--- src/rtl/game_tick_pkg.sv ---
// Shared definitions for the Pong tick scheduler.
//   state_t          : 2-bit game phase encoding (IDLE, SERVE, RUN, PAUSE)
//   CFG_*            : cfg_addr register map
//   DEF_*            : reset values of the period and serve-delay registers
//   period_hit()     : ">= with zero treated as one" compare shared by all counters
package game_tick_pkg;

  typedef enum logic [1:0] {
    ST_IDLE  = 2'd0,
    ST_SERVE = 2'd1,
    ST_RUN   = 2'd2,
    ST_PAUSE = 2'd3
  } state_t;

  localparam logic [1:0] CFG_BALL  = 2'd0;
  localparam logic [1:0] CFG_PAD   = 2'd1;
  localparam logic [1:0] CFG_BLINK = 2'd2;
  localparam logic [1:0] CFG_SERVE = 2'd3;

  localparam int DEF_BALL  = 4;
  localparam int DEF_PAD   = 2;
  localparam int DEF_BLINK = 16;
  localparam int DEF_SERVE = 32;

  // True when one more count reaches the period. A period of 0 behaves as 1,
  // and the >= compare means a period shrunk below the count fires at once.
  function automatic logic period_hit(input logic [31:0] c, input logic [31:0] p);
    logic [32:0] lim;
    lim = (p == 32'd0) ? 33'd1 : {1'b0, p};
    return ({1'b0, c} + 33'd1) >= lim;
  endfunction

endpackage

--- src/rtl/game_tick_sched_tick_chan.sv ---
// tick_chan: one tick channel of the scheduler.
// Holds a run-time programmable period, a counter advanced on enabled base
// ticks, and a registered single-cycle tick pulse.
// Ports:
//   clk, reset      clock, asynchronous active-low reset
//   en              channel enabled in the current game phase
//   base_tick       prescaled base tick
//   clr             clear the counter (takes precedence, suppresses the tick)
//   wr, wdata       period register write
//   tick            1-cycle enable, one clk after the qualifying base tick
module tick_chan
  import game_tick_pkg::*;
#(
  parameter int CNT_W = 8,
  parameter int DEF   = 4
) (
  input  logic             clk,
  input  logic             reset,
  input  logic             en,
  input  logic             base_tick,
  input  logic             clr,
  input  logic             wr,
  input  logic [CNT_W-1:0] wdata,
  output logic             tick
);

  logic [CNT_W-1:0] period;
  logic [CNT_W-1:0] cnt;
  logic             fire;

  // The compare uses the period held before this edge, so a write landing on
  // a firing base tick only takes effect from the following tick.
  assign fire = en & base_tick & period_hit(32'(cnt), 32'(period));

  // Stage boundary: counter/period update and registered tick pulse
  always_ff @(posedge clk or negedge reset) begin
    if (!reset) begin
      period <= CNT_W'(DEF);
      cnt    <= '0;
      tick   <= 1'b0;
    end else begin
      if (wr) period <= wdata;
      tick <= fire & ~clr;
      if (clr)
        cnt <= '0;
      else if (en & base_tick)
        cnt <= fire ? '0 : cnt + 1'b1;
    end
  end

endmodule

--- src/rtl/game_tick_sched.sv ---
// game_tick_sched: central tick scheduler for the Pong datapath.
// Prescales clk into a base tick, sequences the game phases and derives the
// ball, paddle and blink enables from three tick_chan instances.
// Optional build macro: GAME_TICK_STEP_EN (single-step ball/paddle in PAUSE).
// Ports:
//   clk, reset            clock, asynchronous active-low reset
//   start                 pulse, IDLE -> SERVE
//   pause                 level, freeze the game while high
//   serve_req             pulse, point scored, RUN -> SERVE
//   step                  pulse, single step in PAUSE (macro builds only)
//   cfg_we/addr/data      period register writes (0 ball,1 paddle,2 blink,3 serve)
//   ball_tick, paddle_tick, blink_tick   1-cycle enables
//   serve_done            pulse when the serve delay expires
//   state                 0 IDLE, 1 SERVE, 2 RUN, 3 PAUSE
module game_tick_sched
  import game_tick_pkg::*;
#(
  parameter int PRESCALE  = 4,
  parameter int CNT_W     = 8,
  parameter int BALL_DEF  = DEF_BALL,
  parameter int PAD_DEF   = DEF_PAD,
  parameter int BLINK_DEF = DEF_BLINK,
  parameter int SERVE_DEF = DEF_SERVE
) (
  input  logic             clk,
  input  logic             reset,
  input  logic             start,
  input  logic             pause,
  input  logic             serve_req,
  input  logic             step,
  input  logic             cfg_we,
  input  logic [1:0]       cfg_addr,
  input  logic [CNT_W-1:0] cfg_data,
  output logic             ball_tick,
  output logic             paddle_tick,
  output logic             blink_tick,
  output logic             serve_done,
  output logic [1:0]       state
);

  logic [15:0]      pre;
  logic             base_tick;
  state_t           st, st_nxt, ret, ret_nxt;
  logic [CNT_W-1:0] srv_delay, srv_cnt;
  logic             srv_en, serve_fire, srv_clr;
  logic             ball_en, pad_en, blink_en, ball_clr;
  logic             ball_raw, pad_raw;

  assign base_tick = (pre == 16'(PRESCALE - 1));

  // Stage boundary: free-running prescaler
  always_ff @(posedge clk or negedge reset) begin
    if (!reset) pre <= '0;
    else        pre <= base_tick ? '0 : pre + 16'd1;
  end

  // pause freezes the game-side counters in the very cycle it is seen, before
  // the state register has moved to PAUSE.
  assign ball_en  = (st == ST_RUN) & ~pause;
  assign pad_en   = ((st == ST_SERVE) | (st == ST_RUN)) & ~pause;
  assign blink_en = (st == ST_IDLE) | (st == ST_PAUSE);
  assign srv_en   = (st == ST_SERVE) & ~pause;

  assign serve_fire = srv_en & base_tick & period_hit(32'(srv_cnt), 32'(srv_delay));

  // Priority: pause > serve_req > serve expiry.
  always_comb begin
    st_nxt   = st;
    ret_nxt  = ret;
    srv_clr  = 1'b0;
    ball_clr = 1'b0;
    case (st)
      ST_IDLE: begin
        if (start) begin
          st_nxt  = ST_SERVE;
          srv_clr = 1'b1;
        end
      end
      ST_SERVE: begin
        if (pause) begin
          st_nxt  = ST_PAUSE;
          ret_nxt = ST_SERVE;
        end else if (serve_fire) begin
          st_nxt = ST_RUN;
        end
      end
      ST_RUN: begin
        if (pause) begin
          st_nxt  = ST_PAUSE;
          ret_nxt = ST_RUN;
        end else if (serve_req) begin
          st_nxt   = ST_SERVE;
          srv_clr  = 1'b1;
          ball_clr = 1'b1;
        end
      end
      ST_PAUSE: begin
        if (!pause) st_nxt = ret;
      end
      default: st_nxt = ST_IDLE;
    endcase
  end

  // Stage boundary: phase register, serve delay counter and serve_done pulse
  always_ff @(posedge clk or negedge reset) begin
    if (!reset) begin
      st         <= ST_IDLE;
      ret        <= ST_IDLE;
      srv_delay  <= CNT_W'(SERVE_DEF);
      srv_cnt    <= '0;
      serve_done <= 1'b0;
    end else begin
      st         <= st_nxt;
      ret        <= ret_nxt;
      serve_done <= serve_fire;
      if (cfg_we && cfg_addr == CFG_SERVE) srv_delay <= cfg_data;
      if (srv_clr)
        srv_cnt <= '0;
      else if (srv_en & base_tick)
        srv_cnt <= serve_fire ? '0 : srv_cnt + 1'b1;
    end
  end

  assign state = st;

  tick_chan #(.CNT_W(CNT_W), .DEF(BALL_DEF)) u_ball (
    .clk       (clk),
    .reset     (reset),
    .en        (ball_en),
    .base_tick (base_tick),
    .clr       (ball_clr),
    .wr        (cfg_we && cfg_addr == CFG_BALL),
    .wdata     (cfg_data),
    .tick      (ball_raw)
  );

  tick_chan #(.CNT_W(CNT_W), .DEF(PAD_DEF)) u_pad (
    .clk       (clk),
    .reset     (reset),
    .en        (pad_en),
    .base_tick (base_tick),
    .clr       (1'b0),
    .wr        (cfg_we && cfg_addr == CFG_PAD),
    .wdata     (cfg_data),
    .tick      (pad_raw)
  );

  tick_chan #(.CNT_W(CNT_W), .DEF(BLINK_DEF)) u_blink (
    .clk       (clk),
    .reset     (reset),
    .en        (blink_en),
    .base_tick (base_tick),
    .clr       (1'b0),
    .wr        (cfg_we && cfg_addr == CFG_BLINK),
    .wdata     (cfg_data),
    .tick      (blink_tick)
  );

`ifdef GAME_TICK_STEP_EN
  logic step_tick_p1;

  // Stage boundary: step pulse, only honoured in PAUSE where the ball and
  // paddle channels are idle, so it never collides with a channel tick.
  always_ff @(posedge clk or negedge reset) begin
    if (!reset) step_tick_p1 <= 1'b0;
    else        step_tick_p1 <= step & (st == ST_PAUSE);
  end

  assign ball_tick   = ball_raw | step_tick_p1;
  assign paddle_tick = pad_raw | step_tick_p1;
`else
  logic unused_step;
  assign unused_step = step;
  assign ball_tick   = ball_raw;
  assign paddle_tick = pad_raw;
`endif

endmodule

--- config.mk ---
export PLATFORM = sky130hd
export DESIGN_NAME = game_tick_sched
export DESIGN_NICKNAME = d
export VERILOG_FILES = /design/src/rtl/game_tick_pkg.sv /design/src/rtl/game_tick_sched_tick_chan.sv /design/src/rtl/game_tick_sched.sv
export SDC_FILE = /design/constraint.sdc
export NUM_CORES = 1
export LEC_CHECK = 0
export CAP_MARGIN = 20
export CORE_MARGIN = 1
export CORE_UTILIZATION = 45
export CTS_CLUSTER_DIAMETER = 120
export DETAILED_ROUTE_END_ITERATION = 8
export PLACE_DENSITY = 0.67
export SETUP_SLACK_MARGIN = 0.2
export SYNTH_ARGS = -nofsm -noshare
export SYNTH_HDL_FRONTEND = slang
export SYNTH_SLANG_ARGS = --single-unit
--- constraint.sdc ---
create_clock -name clk -period 6.5 [get_ports clk]
set_input_delay 1.625 -clock clk [delete_from_list [all_inputs] [get_ports clk]]
set_output_delay 1.625 -clock clk [all_outputs]
set_load 0.03 [all_outputs]
* Yosys cells after proc, flatten, opt, wreduce, memory -nomap -nowiden
Cells that the tools add are included.
Word-level totals: register bits 88, output and inout bits 6, logic and storage cells 100, input bits 17
Cells by class: $add $sub $neg 9, bitwise operators 16, order comparisons 4, eq/ne operators 13, reduce and logical (&&, ||, !) cells 15, multiplexer cells 28
Operators by type and width (count):
- 33-bit >= comparator | 3
- 8-bit 2-to-1 mux | 12
- 8-bit by 1-bit adder with 9-bit output, second input constant | 4
- 8-bit by 1-bit adder with 8-bit output, second input constant | 4
- 8-bit logical NOT | 4
- 16-bit by 1-bit adder with 16-bit output, second input constant | 1
- 16-bit by 2-bit equality test with 1-bit output, second input constant | 1
- 16-bit 2-to-1 mux | 1
- 2-bit 2-to-1 mux | 8
- 1-bit bitwise AND | 12
- 9-bit by 8-bit >= comparator with 1-bit output | 1
- 2-bit equality test, second input constant | 4
- 2-bit inequality test, second input constant | 4
- 2-bit one-hot mux with 4 select lines | 1
- 3-bit inequality test, second input constant | 2
- 2-bit nonzero test | 3
- 2-bit by 1-bit equality test with 1-bit output, second input constant | 2
- 1-bit logical AND | 4
- 2-bit logical NOT | 2
- 1-bit 2-to-1 mux | 4
- 2-bit one-hot mux with 2 select lines | 1
- 4-bit AND reduction | 1
- 3-bit AND reduction | 1
- 1-bit inverter | 2
- other kinds (2) | 3

* Longest topological paths before layout
Gate-level depths: netlist of run 1.
depth after elaboration 7, gate-level depth with buffers 12, mapped depth without buffers 11

* Hierarchy
Synthesis of run 1 repeated with hierarchy kept, for this count alone.
Second synthesis, totals: cell total of the unflattened synthesis 513, area total of the unflattened synthesis 5191.2 µm²
Modules (own cells, without submodules):
- tick_chan | area an instance 1022.2 µm², times used 3, cells each 103, seq. area each 426.7 µm²
- game_tick_sched | area an instance 2124.5 µm², times used 1, cells each 204, seq. area each 927.1 µm²

* Least setup slack after synthesis of run 1
Ideal clock, no wire load.
path type input to register, start input port pause, end register st[0] (netlist: state[0]), path buffers 1, required time 6375 ps, setup time 125 ps, arrival time 2735 ps, cell stages on the path 6, slack 3641 ps, cells stage by stage buf_2 -> nand2b_1 -> nor2_1 -> a221oi_1 -> o21ai_1 -> mux2_2
On the way: cells in the longest elaborated chain, start to end 6, elaborated cells between the ends (all ways) 11, those cells by class eq/ne: 3; mux: 3; bitwise: 4; reduce/logical: 1
Ends and longest elaborated chain:
- start, declared | RTL line game_tick_sched.sv:28 | input logic pause,
- 1-bit inverter | RTL line game_tick_sched.sv:62 | assign srv_en = (st == ST_SERVE) & ~pause;
- 1-bit bitwise AND | RTL line game_tick_sched.sv:62
- 1-bit bitwise AND (2 in a row) | RTL line game_tick_sched.sv:64 | assign serve_fire = srv_en & base_tick & period_hit(32'(srv_cnt), 32'(srv_delay));
- 3-bit inequality test (no source line)
- 4-bit AND reduction (no source line)
- end signal, assigned | RTL line game_tick_sched.sv:113 | st <= st_nxt;
- end, declared | RTL line game_tick_sched.sv:43 | state_t st, st_nxt, ret, ret_nxt;
Several ways; a longest one is shown, not always the timed one. A chain may end at the register's enable or synchronous reset.

* Worst setup path in the final report of run 1
start register srv_cnt[0], end register srv_cnt[5]
On the way: cells in the longest elaborated chain, start to end 6, elaborated cells between the ends (all ways) 7, those cells by class add/sub: 2; order compare: 1; mux: 3; bitwise: 1
Ends and longest elaborated chain:
- start, declared | RTL line game_tick_sched.sv:44 | logic [CNT_W-1:0] srv_delay, srv_cnt;
- start signal, assigned | RTL line game_tick_sched.sv:120 | srv_cnt <= serve_fire ? '0 : srv_cnt + 1'b1;
- 8-bit by 1-bit adder with 9-bit output | RTL line game_tick_pkg.sv:30 | return ({1'b0, c} + 33'd1) >= lim;
- 9-bit by 8-bit >= comparator with 1-bit output | RTL line game_tick_pkg.sv:30
- 1-bit bitwise AND | RTL line game_tick_sched.sv:64
- 8-bit 2-to-1 mux (*) | RTL line game_tick_sched.sv:120
- 8-bit 2-to-1 mux (*) | RTL line game_tick_sched.sv:119 | else if (srv_en & base_tick)
- 8-bit 2-to-1 mux (*) | RTL line game_tick_sched.sv:117 | if (srv_clr)
Every way passes the cells marked *; elsewhere a longest branch is shown, timed or not. The select of a mux whose other input is x is not followed.

==> metrics.cfg, run 1 <==
[cts]
cts_inserted_buffers=9
cts.sinks=88
clockBufferDepth=2
cts_hold_buffers=0
cts.htree.levels=3
cts_tree=yes
cts.repair.resized=0
cts_setup_buffers=0
clkLatencyLatePin_ns=0.35
cts-root-buf=clkbuf_8
clkTransAtPathRegs_ns=0.08

[worst_setup_path]
startpoint_type=flip-flop
crit_fanout=11
worstReg2RegStart=srv_cnt[0]
r2r_slack_ns=3.22
crit_arrival_ns=3.58
r2r_end=srv_cnt[5]
worst-r2r-cell-count=11
end_kind=flip-flop
crit_type=reg -> reg
worstPathRequired_ns=6.80

[yosys]
synthMuxAreaShare_pct=6.11
netlist_top_cells_area=dfrtp_1 (42%), ha_1 (10%), mux2_2 (6.1%)
yosys-top-cells-count=dfrtp_1 (84), ha_1 (41), nand2_1 (39)
synth_ff_type=dfrtp_1
synth_top_family_by_area=simple AND/OR/NAND/NOR gates
synth_top_area_cell=dfrtp_1
syn_avg_cell_area_um2=10.4
ys_seq_elements=88
seq_area_frac_synth_pct=44.4
yosysMostFrequentCell=dfrtp_1
synth_top_area_share_pct=42.3
syn_inst=477
synth-compound-area-share_pct=12.8
synthSimpleGateAreaFrac_pct=16.4
ys.warnings.count=0
synth_edf_count=0
syn-num-nets=535
synth_async_sr_flop_share_pct=100
synthDistinctLibCells=48
syn_area_um2=4970
synthXorXnorAreaFrac_pct=6.69
synth_fa_ha_area_share_pct=10.3

[pwr]
powerDensity_nw_per_um2=275
total_power_uw=1520
p_leak_uw=0.00266
worst_ir_drop_vdd_v=0.000230

[finish]
multi_input_area_um2=2600
fillers=973
syn_to_final_growth_pct=11.4
nNetsFinal=562
drive_gt1_share_pct=11.2
final_cell_area_um2=5540
antenna_cells=0
register_area_um2=2210

[grt]
antenna_found_initial=0
track_usage_pct=17.9
grt_pass1_vias=3463
grt_pass1_wl_mm=16.2
grt_max_degree=50
grt-ovfl-total=0

[sta]
setup_slack_ns=3.22
slew_violations=0
hold_viol=0
tns_ns=0
grt_setup_unrepaired=false
relSlewSlack_pct=48.6
post-route-period-util_pct=50.4
period_minus_slack_ns=3.28
max_freq_mhz=305
tightest_slew_ns=0.765
finClkSkew_ns=0.00854
setup_violations=0

[routing]
first_iter_violations=137
ant_nets=0
drc=0
vias=3550
dr.pass1.iters=4
viasPerCell=5.48
wl_per_cell_um=14.6
routed_wl_mm=9.46

[hold_path]
min_path_type=reg -> reg
hold_path_depth=1
min_from=pre[15]
holdPathEnd=pre[15]

[placed_design]
io_buffer_count=21
placed_area_um2=5340
dp_worst_setup_slack_ns=2.96
gp_congestion=0.828
place_hpwl_mm=7.09

[outcome]
status=finished, final reports clean

[floorplanning]
rows=38
die_y_um=107
dieArea_um2=11500
initial_core_util_pct=46.1
ios=23
die_w_um=107
core-area_um2=10800

[job]
drv_cap=0

-- area by class of cell --
class | count | area share (%)
well taps | 140 | 3.16
inverters | 34 | 2.30
flip-flops and latches | 88 | 39.8
repair buffers | 23 | 4.02
clock inverters | 2 | 0.677
clock buffers | 13 | 3.05
multi-input cells | 348 | 47.0
-- stage by stage --
stage	utilization (%)	std cells	hold slack, ns
final	51.3	648	0.478
after global routing	51.3	648	0.516
after CTS	51.3	648	0.481
after detailed placement	49.4	633	0.467
after global placement	49.4	633	0.463
after floorplan	-	477	0.443
-- cell usage in the layout, fill, tap and decap left out, drive strengths merged, types with 7 or more instances in the layout --
| master | netlist | layout |
|---|---|---|
| a21o | 8 | 8 |
| a21oi | 9 | 9 |
| and3 | 15 | 15 |
| clkbuf | 3 | 13 |
| clkdlybuf4s50 | 0 | 20 |
| dfrtp | 84 | 84 |
| ha | 41 | 41 |
| inv | 34 | 34 |
| mux2 | 27 | 27 |
| nand2 | 39 | 39 |
| nand2b | 13 | 13 |
| nand3 | 26 | 26 |
| nor2 | 19 | 19 |
| nor2b | 7 | 7 |
| nor4 | 8 | 8 |
| o21ai | 35 | 35 |
| xnor2 | 24 | 24 |
| xor2 | 14 | 14 |
-- power by group --
part	internal, uW	switching [uW]	total [uW]
combinational	200	225	425
sequential	629	74.9	704
clock	207	185	393
-- state kept, by name (all words and copies together), names as in the netlist, 2 cells and up --
| name | count |
|---|---|
| u_ball.period | 8 |
| state | 2 |
| u_pad.period | 8 |
| u_pad.cnt | 8 |
| u_blink.period | 8 |
| pre | 16 |
| u_blink.cnt | 8 |
| ret | 2 |
| srv_cnt | 8 |
| u_ball.cnt | 8 |
| srv_delay | 8 |
-- worst max-delay path by stage --
stage / startpoint / to / cells after the start
2_1_floorplan: pause / state[0] / 6
3_3_place_gp: pause / state[0] / 6
3_5_place_dp: pause / state[0] / 6
4_1_cts: srv_cnt[0] / srv_cnt[2] / 11
5_1_grt: srv_cnt[0] / srv_cnt[6] / 11
6_report: srv_cnt[0] / srv_cnt[5] / 11
-- cells by family after synthesis --
logic type / Yosys count
AND/OR/NAND/NOR: 151
AO/OA/AOI/OAI: 91
flip-flops: 88
buffers and inverters: 41
adder cells (fa/ha/maj): 41
XOR/XNOR: 38
multiplexers: 27
-- routing by layer --
metal	vias to the layer above	wire (um)	track usage [%]	part of all wire [%]
li1	1761	-	-	-
met1	1713	4580	24.4	48
met2	62	4390	28.6	46
met3	14	340	3.83	3.6
met4	0	149	5.58	1.6
met5	-	0	0	0
-- worst max-delay path, stage by stage (launching register included) --
cell     delay (ns)
dfrtp_1        0.45
ha_1           0.28
nand3_1        0.18
nor2_1         0.24
xor2_1         0.18
ha_1           0.26
and3_1         0.18
a221o_1        0.32
a31oi_1        0.27
nand4_1        0.45
nor4_2         0.30
a21o_1         0.12
(Power assumes the default switching activity.)
==> inputs of run 2 (changes only) <==
--- a/config.mk
+++ b/config.mk
@@ -10,7 +10,7 @@
 export CORE_UTILIZATION = 45
 export CTS_CLUSTER_DIAMETER = 120
 export DETAILED_ROUTE_END_ITERATION = 8
-export PLACE_DENSITY = 0.67
+export PLACE_DENSITY = 0.7
 export SETUP_SLACK_MARGIN = 0.2
 export SYNTH_ARGS = -nofsm -noshare
 export SYNTH_HDL_FRONTEND = slang
==> constraint.sdc (replaced) <==
create_clock -name clk -period 2.98 [get_ports clk]
set_input_delay 0.745 -clock clk [delete_from_list [all_inputs] [get_ports clk]]
set_output_delay 0.745 -clock clk [all_outputs]
set_load 0.03 [all_outputs]
==> run 2 against run 1 <==
Effect of this change: die area is the same; combinational power grew 140%; critical path depth grew 3; worst hold slack lost 0.15 ns; highest routed layer unchanged; cell count grew 3.4%; critical endpoint unchanged; fmax grew 18%; routed wire length grew 6.8%; via count grew 3.7%; cell area grew 6.0%; global-route usage grew 1.0 points; total power grew 130%.
==> metrics.cfg, run 2 (synthesis gave the netlist of run 1 again) <==
[floorplanning]
die_w_um=107
initial_core_util_pct=46.1
die_y_um=107
ios=23
rows=38
core-area_um2=10800
dieArea_um2=11500

[job]
drv_cap=0

[sta]
setup_slack_ns=0.214
max_freq_mhz=361
relSlewSlack_pct=57.2
setup_violations=0
finClkSkew_ns=0.00906
hold_viol=0
slew_violations=0
tns_ns=0
post-route-period-util_pct=92.8
tightest_slew_ns=0.635
grt_setup_unrepaired=true
period_minus_slack_ns=2.77

[finish]
largest_register_ffs=16
final_util_pct=54.4
syn_to_final_growth_pct=18.1
final_cell_mix=dfrtp_1 (83), ha_1 (38), nand2_1 (37)
fillers=937
nNetsFinal=583
multi_input_area_um2=2740
register_area_um2=2210
drive_gt1_share_pct=19.4
layout_commonest_cell=dfrtp_1
top_register=pre
fin_cells=670
final_cell_area_um2=5880
antenna_cells=0

[grt]
antenna_found_initial=0
track_usage_pct=18.9
grt-ovfl-total=0
grt_max_degree=51
grt_pass1_wl_mm=17.0
grt_pass1_vias=3653

[placed_design]
dp_worst_setup_slack_ns=0.0652
placedCellCount=641
io_buffer_count=21
place_hpwl_mm=7.15
gp_congestion=0.787
placed_area_um2=5410

[routing]
ant_nets=0
first_iter_violations=137
drc=0
dr.pass1.iters=4
vias=3681
wl_per_cell_um=15.1
routed_wl_mm=10.1
viasPerCell=5.49

[pwr]
worst_ir_drop_vdd_v=0.000534
p_leak_uw=0.00280
powerDensity_nw_per_um2=596

[cts]
clkLatencyLatePin_ns=0.37
cts_hold_buffers=0
clockBufferDepth=2
cts.sinks=88
cts_inserted_buffers=9
clkTransAtPathRegs_ns=0.09
cts.htree.levels=3
cts-root-buf=clkbuf_8
cts_tree=yes

[worst_setup_path]
cp_slowest_cell=dfrtp_1
startpoint_type=flip-flop
cp_cell_sequence=buf_6 > nand2_2 > nor2_4 > buf_4 > xor2_1 > ha_1 > and3_4 > a221o_1 > a31oi_4 > buf_4 > nand4_1 > buf_6 > nor4_2 > a21o_1
r2r_slack_ns=0.21
max_stage_delay_ns=0.45
end_kind=flip-flop
crit_arrival_ns=3.08
crit_fanout=11
crit_type=reg -> reg
worstPathRequired_ns=3.29

[hold_path]
min_path_type=in -> async

[outcome]
status=finished, final reports clean

## run 2: changes by cell type in the layout (fill, tap and decap cells not counted), sizes merged
cell      change
buf          +21
bufinv        +1
clkbuf        -4
clkinv        +1
clkinvlp      +1
inv           +2
## run 2: worst paths after layout
path                            startpoint           end  cells past startpoint
worst max-delay path            srv_cnt[0]    srv_cnt[5]                     14
worst min-delay path                 reset  u_blink.tick                      1
worst max register to register  srv_cnt[0]    srv_cnt[5]                     14
worst min register to register      pre[0]        pre[0]                      1
max in group asynchronous            reset  srv_delay[5]                      2
min in group clk                    pre[0]        pre[0]                      1
## run 2: repair_timing
action | 4_1_cts | 5_1_grt
resized for setup | 8 | 27
setup endpoints to repair | 13 | 31
pin swaps | 2 | 6
buffers inserted | 4 | 9
## run 2: layout make-up
class | count | area share [%]
clock inverter | 7 | 1.72
inverter | 34 | 2.17
multi-input combinational | 348 | 46.6
sequential | 88 | 37.6
clock buffer | 9 | 2.11
tap | 140 | 2.98
timing repair buffer | 44 | 6.81
## run 2: where the power goes
group	total, uW	internal (uW)	switching (uW)
Clock	945	479	466
Combinational	1020	489	528
Sequential	1540	1370	167
## run 2: stage by stage
step / hold WS [ns] / power (uW)
finish: 0.327 / 3500
floorplan: 0.443 / 2210
global placement: 0.463 / 2460
CTS: 0.348 / 3470
detailed placement: 0.473 / 2510
global route: 0.373 / 3730
## run 2: critical path: cells and delay by family, from the launching register on
kind | cells | cell delay, ns
buffers and inverters | 4 | 0.56
adders and majority gates | 1 | 0.27
xor gates and xnor gates | 1 | 0.21
DFF | 1 | 0.45
and+or+nand+nor | 5 | 0.57
AOI/OAI and AO/OA | 3 | 0.64
## run 2: metal layers
| layer | GRT usage, % | vias to the layer above | wire length [um] |
|---|---|---|---|
| met1 | 25.7 | 1819 | 4970 |
| met3 | 3.83 | 11 | 304 |
| li1 | - | 1803 | - |
| met2 | 29.9 | 48 | 4700 |
| met4 | 7.14 | 0 | 134 |
| met5 | 0 | - | 0 |
